--- config.mk ---
export PLATFORM = sky130hd
export DESIGN_NAME = multi_grant_arbiter
export DESIGN_NICKNAME = d
export VERILOG_FILES = /design/src/rtl/multi_grant_arbiter.sv
export SDC_FILE = /design/constraint.sdc
export NUM_CORES = 1
export LEC_CHECK = 0
export BUFFER_PORTS_ARGS = -buffer_cell sky130_fd_sc_hd__buf_2
export CORE_ASPECT_RATIO = 1.4
export CORE_MARGIN = 2
export CORE_UTILIZATION = 46
export DETAILED_ROUTE_END_ITERATION = 8
export GPL_ROUTABILITY_DRIVEN = 0
export PLACE_DENSITY = 0.66
export SLEW_MARGIN = 30
export SYNTH_ARGS = -nofsm -noshare
export SYNTH_HDL_FRONTEND = slang
export SYNTH_SLANG_ARGS = --single-unit
--- constraint.sdc ---
create_clock -name clk -period 17.4 [get_ports clk]
set_clock_uncertainty 0.2 [all_clocks]
set_input_delay 1.74 -clock clk [delete_from_list [all_inputs] [get_ports clk]]
set_output_delay 1.74 -clock clk [all_outputs]
set_load 0.02 [all_outputs]
--- src/rtl/multi_grant_arbiter.sv ---
// Multi-grant arbiter: grants up to G of N requesters per enabled sample, in
// fixed-priority or round-robin order, with all outputs registered.
module multi_grant_arbiter #(
  parameter int N  = 12,
  parameter int G  = 2,
  parameter int RR = 0,
  parameter int W  = $clog2(N)
) (
  input  logic           clk,
  input  logic           reset,
  input  logic           en,
  input  logic [N-1:0]   req,
  output logic [G*W-1:0] y,
  output logic [G-1:0]   v,
  output logic [N-1:0]   gnt_mask,
  output logic           ovf,
  output logic [W-1:0]   ptr
);

  logic [G*W-1:0] r_y;
  logic [G-1:0]   r_v;
  logic [N-1:0]   r_mask;
  logic           r_ovf;
  logic [W-1:0]   r_ptr;

  logic [G*W-1:0] w_y;
  logic [G-1:0]   w_v;
  logic [N-1:0]   w_mask;
  logic           w_ovf;
  logic [W-1:0]   w_last;
  logic [W-1:0]   w_ptr_nxt;
  int             w_cnt;
  int             w_pop;
  int             w_idx;

  // Walk all N positions starting at the search origin; the k-th request met
  // lands in slot k, and every request met contributes to the overflow count.
  always_comb begin
    // NOTE: every combinational output gets a default before the loop so no
    // path leaves it unassigned, which would otherwise infer a latch.
    w_y    = '0;
    w_v    = '0;
    w_mask = '0;
    w_last = '0;
    w_cnt  = 0;
    w_pop  = 0;
    w_idx  = 0;
    for (int j = 0; j < N; j++) begin
      w_idx = ((RR != 0) ? int'(r_ptr) : 0) + j;
      if (w_idx >= N) w_idx = w_idx - N;
      if (req[w_idx]) begin
        w_pop = w_pop + 1;
        if (w_cnt < G) begin
          w_y[w_cnt*W +: W] = W'(w_idx);
          w_v[w_cnt]        = 1'b1;
          w_mask[w_idx]     = 1'b1;
          w_last            = W'(w_idx);
          w_cnt             = w_cnt + 1;
        end
      end
    end
    w_ovf = (w_pop > G);
  end

  // Next origin is one past the last granted index, wrapping at N (N need
  // not be a power of two, so the wrap is explicit).
  always_comb begin
    w_ptr_nxt = r_ptr;
    if (RR == 0) begin
      w_ptr_nxt = '0;
    end else if (|req) begin
      w_ptr_nxt = (int'(w_last) == N - 1) ? '0 : w_last + 1'b1;
    end
  end

  always_ff @(posedge clk) begin
    // NOTE: state registers use non-blocking assignments so every flop
    // samples pre-edge values regardless of statement order.
    if (reset) begin
      r_y    <= '0;
      r_v    <= '0;
      r_mask <= '0;
      r_ovf  <= 1'b0;
      r_ptr  <= '0;
    end else if (en) begin
      r_y    <= w_y;
      r_v    <= w_v;
      r_mask <= w_mask;
      r_ovf  <= w_ovf;
      r_ptr  <= w_ptr_nxt;
    end
  end

  assign y        = r_y;
  assign v        = r_v;
  assign gnt_mask = r_mask;
  assign ovf      = r_ovf;
  assign ptr      = r_ptr;

endmodule
# Yosys cells after proc, flatten, opt, wreduce, memory -nomap -nowiden
# Index checks and enable logic that the tools add are counted.
# op_classes
n_addsub,31
magnitude_cmp,34
shift,22
reduce_logical,11
mux,131
bitwise,12
# op_table
operator,n
32-bit 2-to-1 mux,31
"32-bit by 3-bit less-than comparator with 1-bit output, second input constant",22
"32-bit by 2-bit adder with 32-bit output, second input constant",20
32-bit negation with 33-bit output,11
"4-bit by 33-bit variable shift with 8-bit output, first input constant",11
"4-bit by 33-bit indexed part select with 8-bit output, first input constant",11
"32-bit by 1-bit greater-or-equal comparator with 1-bit output, second input constant",11
8-bit 2-to-1 mux,22
8-bit bitwise mux,10
2-bit 2-to-1 mux,22
1-bit 2-to-1 mux,35
"32-bit by 3-bit > comparator with 1-bit output, second input constant",1
2-bit OR,10
1-bit demux with 1-bit select,11
1-bit logical AND,11
8-bit bitwise AND,1
1-bit by 2-bit OR with 2-bit output,1
# word_totals
inputBits,15
ff_bits,23
output_inout_bits,27

# Depth between registers and ports, before layout
# depth
depth_word,38
depth_mapped,53

# Worst setup path after synthesis
# OpenSTA, ideal clock, no wires.
# synth_path
path_type,input to register
from,input port req[0]
to,"register r_y[3], in the netlist y[3]"
t_arrival_ns,10.676
stages,49
path_slack_ns,6.438
path_buffers,3
setup_ns,0.086
path_cell_list,inv_1 -> ha_1 -> mux2_2 -> ha_1 -> nand3_1 -> o31a_1 -> nand2_1 -> inv_1 -> ha_1 -> nor2_1 -> or2_2 -> buf_2 -> inv_1 -> ha_1 -> nand2_1 -> o21bai_1 -> a21oi_1 -> inv_1 -> [... 13 more ...] -> ha_1 -> mux2_2 -> and2_1 -> buf_6 -> inv_1 -> ha_1 -> o21ai_0 -> nand2_1 -> a211oi_1 -> and3_1 -> ha_1 -> nor4b_1 -> o2111ai_1 -> and3b_1 -> a21oi_1 -> o211ai_1 -> and3_1 -> a211oi_1
# synth_between
elab_chain_cells,36
# synth_lines
item,line_no,rtl
start: declaration,12,"input logic [N-1:0] req,"
1-bit 2-to-1 mux (*),51,if (req[w_idx]) begin
"32-bit by 2-bit adder with 32-bit output, or another cell as far along",58,w_cnt = w_cnt + 1;
"32-bit 2-to-1 mux, or another cell as far along",53,if (w_cnt < G) begin
32-bit 2-to-1 mux or 8-bit bitwise AND (tied branches),n/a,
"32-bit by 2-bit adder with 32-bit output, or another cell as far along",58,
"32-bit 2-to-1 mux, or another cell as far along",53,
32-bit 2-to-1 mux or 8-bit bitwise mux (tied branches),"51, 54",
"32-bit by 2-bit adder with 32-bit output, or another cell as far along",58,
[... 20 more ...],n/a,
"32-bit by 2-bit adder with 32-bit output, or another cell as far along",58,
"32-bit 2-to-1 mux, or another cell as far along",53,
32-bit 2-to-1 mux or 8-bit bitwise mux (tied branches),"51, 54",
32-bit negation with 33-bit output or 8-bit 2-to-1 mux (tied branches),"54, 53",
"4-bit by 33-bit indexed part select with 8-bit output, or another cell as far along",54,w_y[w_cnt*W +: W] = W'(w_idx);
8-bit bitwise mux,54,
8-bit 2-to-1 mux,53,
8-bit 2-to-1 mux (*),51,
end signal: assignment,86,r_y <= w_y;
end: declaration,20,logic [G*W-1:0] r_y;
# Every way passes the cells marked *; elsewhere a longest branch is shown, timed or not.
# A chain may end at the register's enable or synchronous reset.

# Final worst setup path
# layout_path
from,input port req[0]
to,"register r_y[1], in the netlist y[1]"
# The elaborated chain is that of the path after synthesis.

==> flow_summary.ini <==
[setup_path]
r2r-start = ovf
worstSetupStartpoint = req[0]
r2r-end = ovf
crit_top_cell = ha_1
crit_path_max_incr_delay_ns = 0.51
ff2ff_path_depth = 2
path_delay_family = simple AND/OR/NAND/NOR gates
crit_required_ns = 17.36
cp.depth = 49
r2r_slack_ns = 16.32
path_class = input pin to flip-flop
arrival_ns = 12.32
worstSetupStartpointType = input pin
cp_slowest_cell = and3_1
cp-end-kind = flip-flop
crit_buf_inv = 7
crit_fanout = 14

[sta]
hold_ws_ns = 0.276
max_slew_margin = 0.500
min_period_over_period = 0.710
setup_violations = 0
rsz0062_at_grt = false
hold_viol_final = 0
report.final.slew_viol_count = 0
setup_ws_ns = 5.04
fmax_mhz = 80.9
setup_tns_ns = 0
tightest_slew_ns = 0.742
min_period_ns = 12.36

[routing]
drt_wl_total_um = 12300
drcViolationCount = 0
drtAntennaViolNets = 0
wire_per_inst_um = 17.5
vias_per_cell = 6.13
drt_iter0_markers = 198
vias = 4300
firstDrtPassIters = 4

[global_routing]
gr-usage-all-layers = 0.239
use_met3 = 0.0201
grt_pass1_wl_um = 20000
grt_pass1_vias = 4229
globalRouteOverflowTotal = 0
antenna_found_initial = 0
met2_usage = 0.434
grt_start_max_net_pins = 34
busiest_layer = met2
met1_usage = 0.264

[power_and_ir_drop]
clkPwrFrac = 0.110
power.density_nw_per_um2 = 95.1
vdd_drop_max_uv = 38.2
switching_share = 0.505
p_comb_frac = 0.756
switchingPower_mw = 0.222
p_int_mw = 0.218
pwr-share-seq = 0.134
finalPower_mw = 0.440
p_leak_nw = 2.11

[clocking]
tritoncts = done
numCtsBuffers = 3
clk_pin_slew_ns = 0.06
post_cts_buffers = 0
cts_buffer_depth = 2
htreeDepth = 1
clk_latency_ns = 0.25
hold_buffers = 0
ctsRootBufferMaster = clkbuf_16
ctsResizeCount = 0
cts_sinks = 23

[min_path]
min_path_type = flip-flop to flip-flop
min_from = gnt_mask[2]
min_delay_path_depth = 2
hold_end = gnt_mask[2]

[layout]
seqCellArea_um2 = 460
antenna_cells = 0
design_area_um2 = 4630
fillers = 966
nets = 664
multi_input_area_um2 = 3640
drive_above_1_share = 0.134
area_growth_pct = 6.32

[floorplanning]
num_rows = 42
pin_count = 42
dieArea_um2 = 10300
fp.coreArea_um2 = 9350
die_y_um = 119
initial_utilization = 0.465
die_w_um = 86.2

[synth]
ys_types = 88
synth-seq-area-share = 0.106
syn_area_per_cell_um2 = 7.61
yosysWarnings = 0
ys_async_sr_fraction = 0
synth_edf_count = 0
ys_top_cells_by_area = ha_1 16%, dfxtp_1 11%, nand2_1 5.0%
synthFlopType = dfxtp_1
synth_top_area_share = 0.161
yosysTopAreaCell = ha_1
synth.most_common_cell = nand2_1
ys_seq_elements = 23
synthCells = 572
synthesis.area_um2 = 4350
synthTopCellsByCount = 58 x nand2_1, 56 x ha_1, 54 x nor2_1, 31 x inv_1, 23 x dfxtp_1

[outcome]
status = complete, no violations

[job]
max-cap-violations = 0

[placed_design]
hpwl_um = 10000
dpl_worst_slack_ns = 5.05
portBuffers = 37
post_dp_cell_area_um2 = 4550
==> area by class of cell <==
class                   instances  share of cell area
clock buffers                   4              0.0170
multi-input cells             493               0.786
well taps                     110              0.0297
inverters                      34              0.0276
repair buffers                 37              0.0400
flip-flops and latches         23              0.0995
==> logic make-up after synthesis <==
| kind of cell | share of synthesized area |
|---|---|
| buffers and inverters | 0.0661 |
| XOR/XNOR | 0.0839 |
| other | 0.00172 |
| adder cells (fa/ha/maj) | 0.166 |
| AND/OR/NAND/NOR | 0.314 |
| multiplexers | 0.0500 |
| flip-flops | 0.106 |
| AO/OA/AOI/OAI | 0.214 |
==> per-layer routing <==
layer | up-vias | wire, um
met5 | - | 0
met3 | 51 | 341
li1 | 2103 | -
met2 | 128 | 6310
met4 | 0 | 862
met1 | 2018 | 4770
==> power groups by stage <==
stage          registers, mW  logic [mW]  clock network [mW]
2_1_floorplan         0.0650       0.257                   0
3_3_place_gp          0.0601       0.320                   0
3_5_place_dp          0.0602       0.326                   0
4_1_cts               0.0591       0.329              0.0501
5_1_grt               0.0593       0.371              0.0510
6_report              0.0591       0.333              0.0484
==> worst max-delay path by stage <==
stage                 to  slack, ns
floorplan           y[3]       6.44
global placement    y[1]       5.32
detailed placement  y[3]       5.05
CTS                 y[3]       5.24
global route        y[1]       4.06
finish              y[1]       5.04
==> sequential cells by signal, indices dropped and copies added, names as in the netlist <==
signal,count
gnt_mask,12
y,8
ovf,1
v,2
==> metrics by stage <==
stage,std cells,util
2_1_floorplan,581,-
3_3_place_gp,697,0.486
3_5_place_dp,697,0.486
4_1_cts,701,0.495
5_1_grt,701,0.495
6_report,701,0.495
==> layout by cell type, fill, tap and decap left out, types with 7 or more instances in the layout <==
cell type	n
and3_1	16
nand3_1	20
nand2_1	58
mux2i_1	15
a21oi_1	18
dfxtp_1	23
nand2b_1	9
ha_1	56
nor3_1	18
o21ai_0	22
nor2_1	54
xnor2_1	17
inv_1	31
conb_1	11
a31oi_1	7
a211oi_1	9
and2_1	14
xor2_1	10
buf_2	37
==> worst reg2reg max path, delay by kind of cell, from the launching register on <==
kind           cells  cell delay (ns)
AO/OA/AOI/OAI      2             0.42
flip-flops         1             0.35
Note: power is estimated with default switching activity, not from simulation.
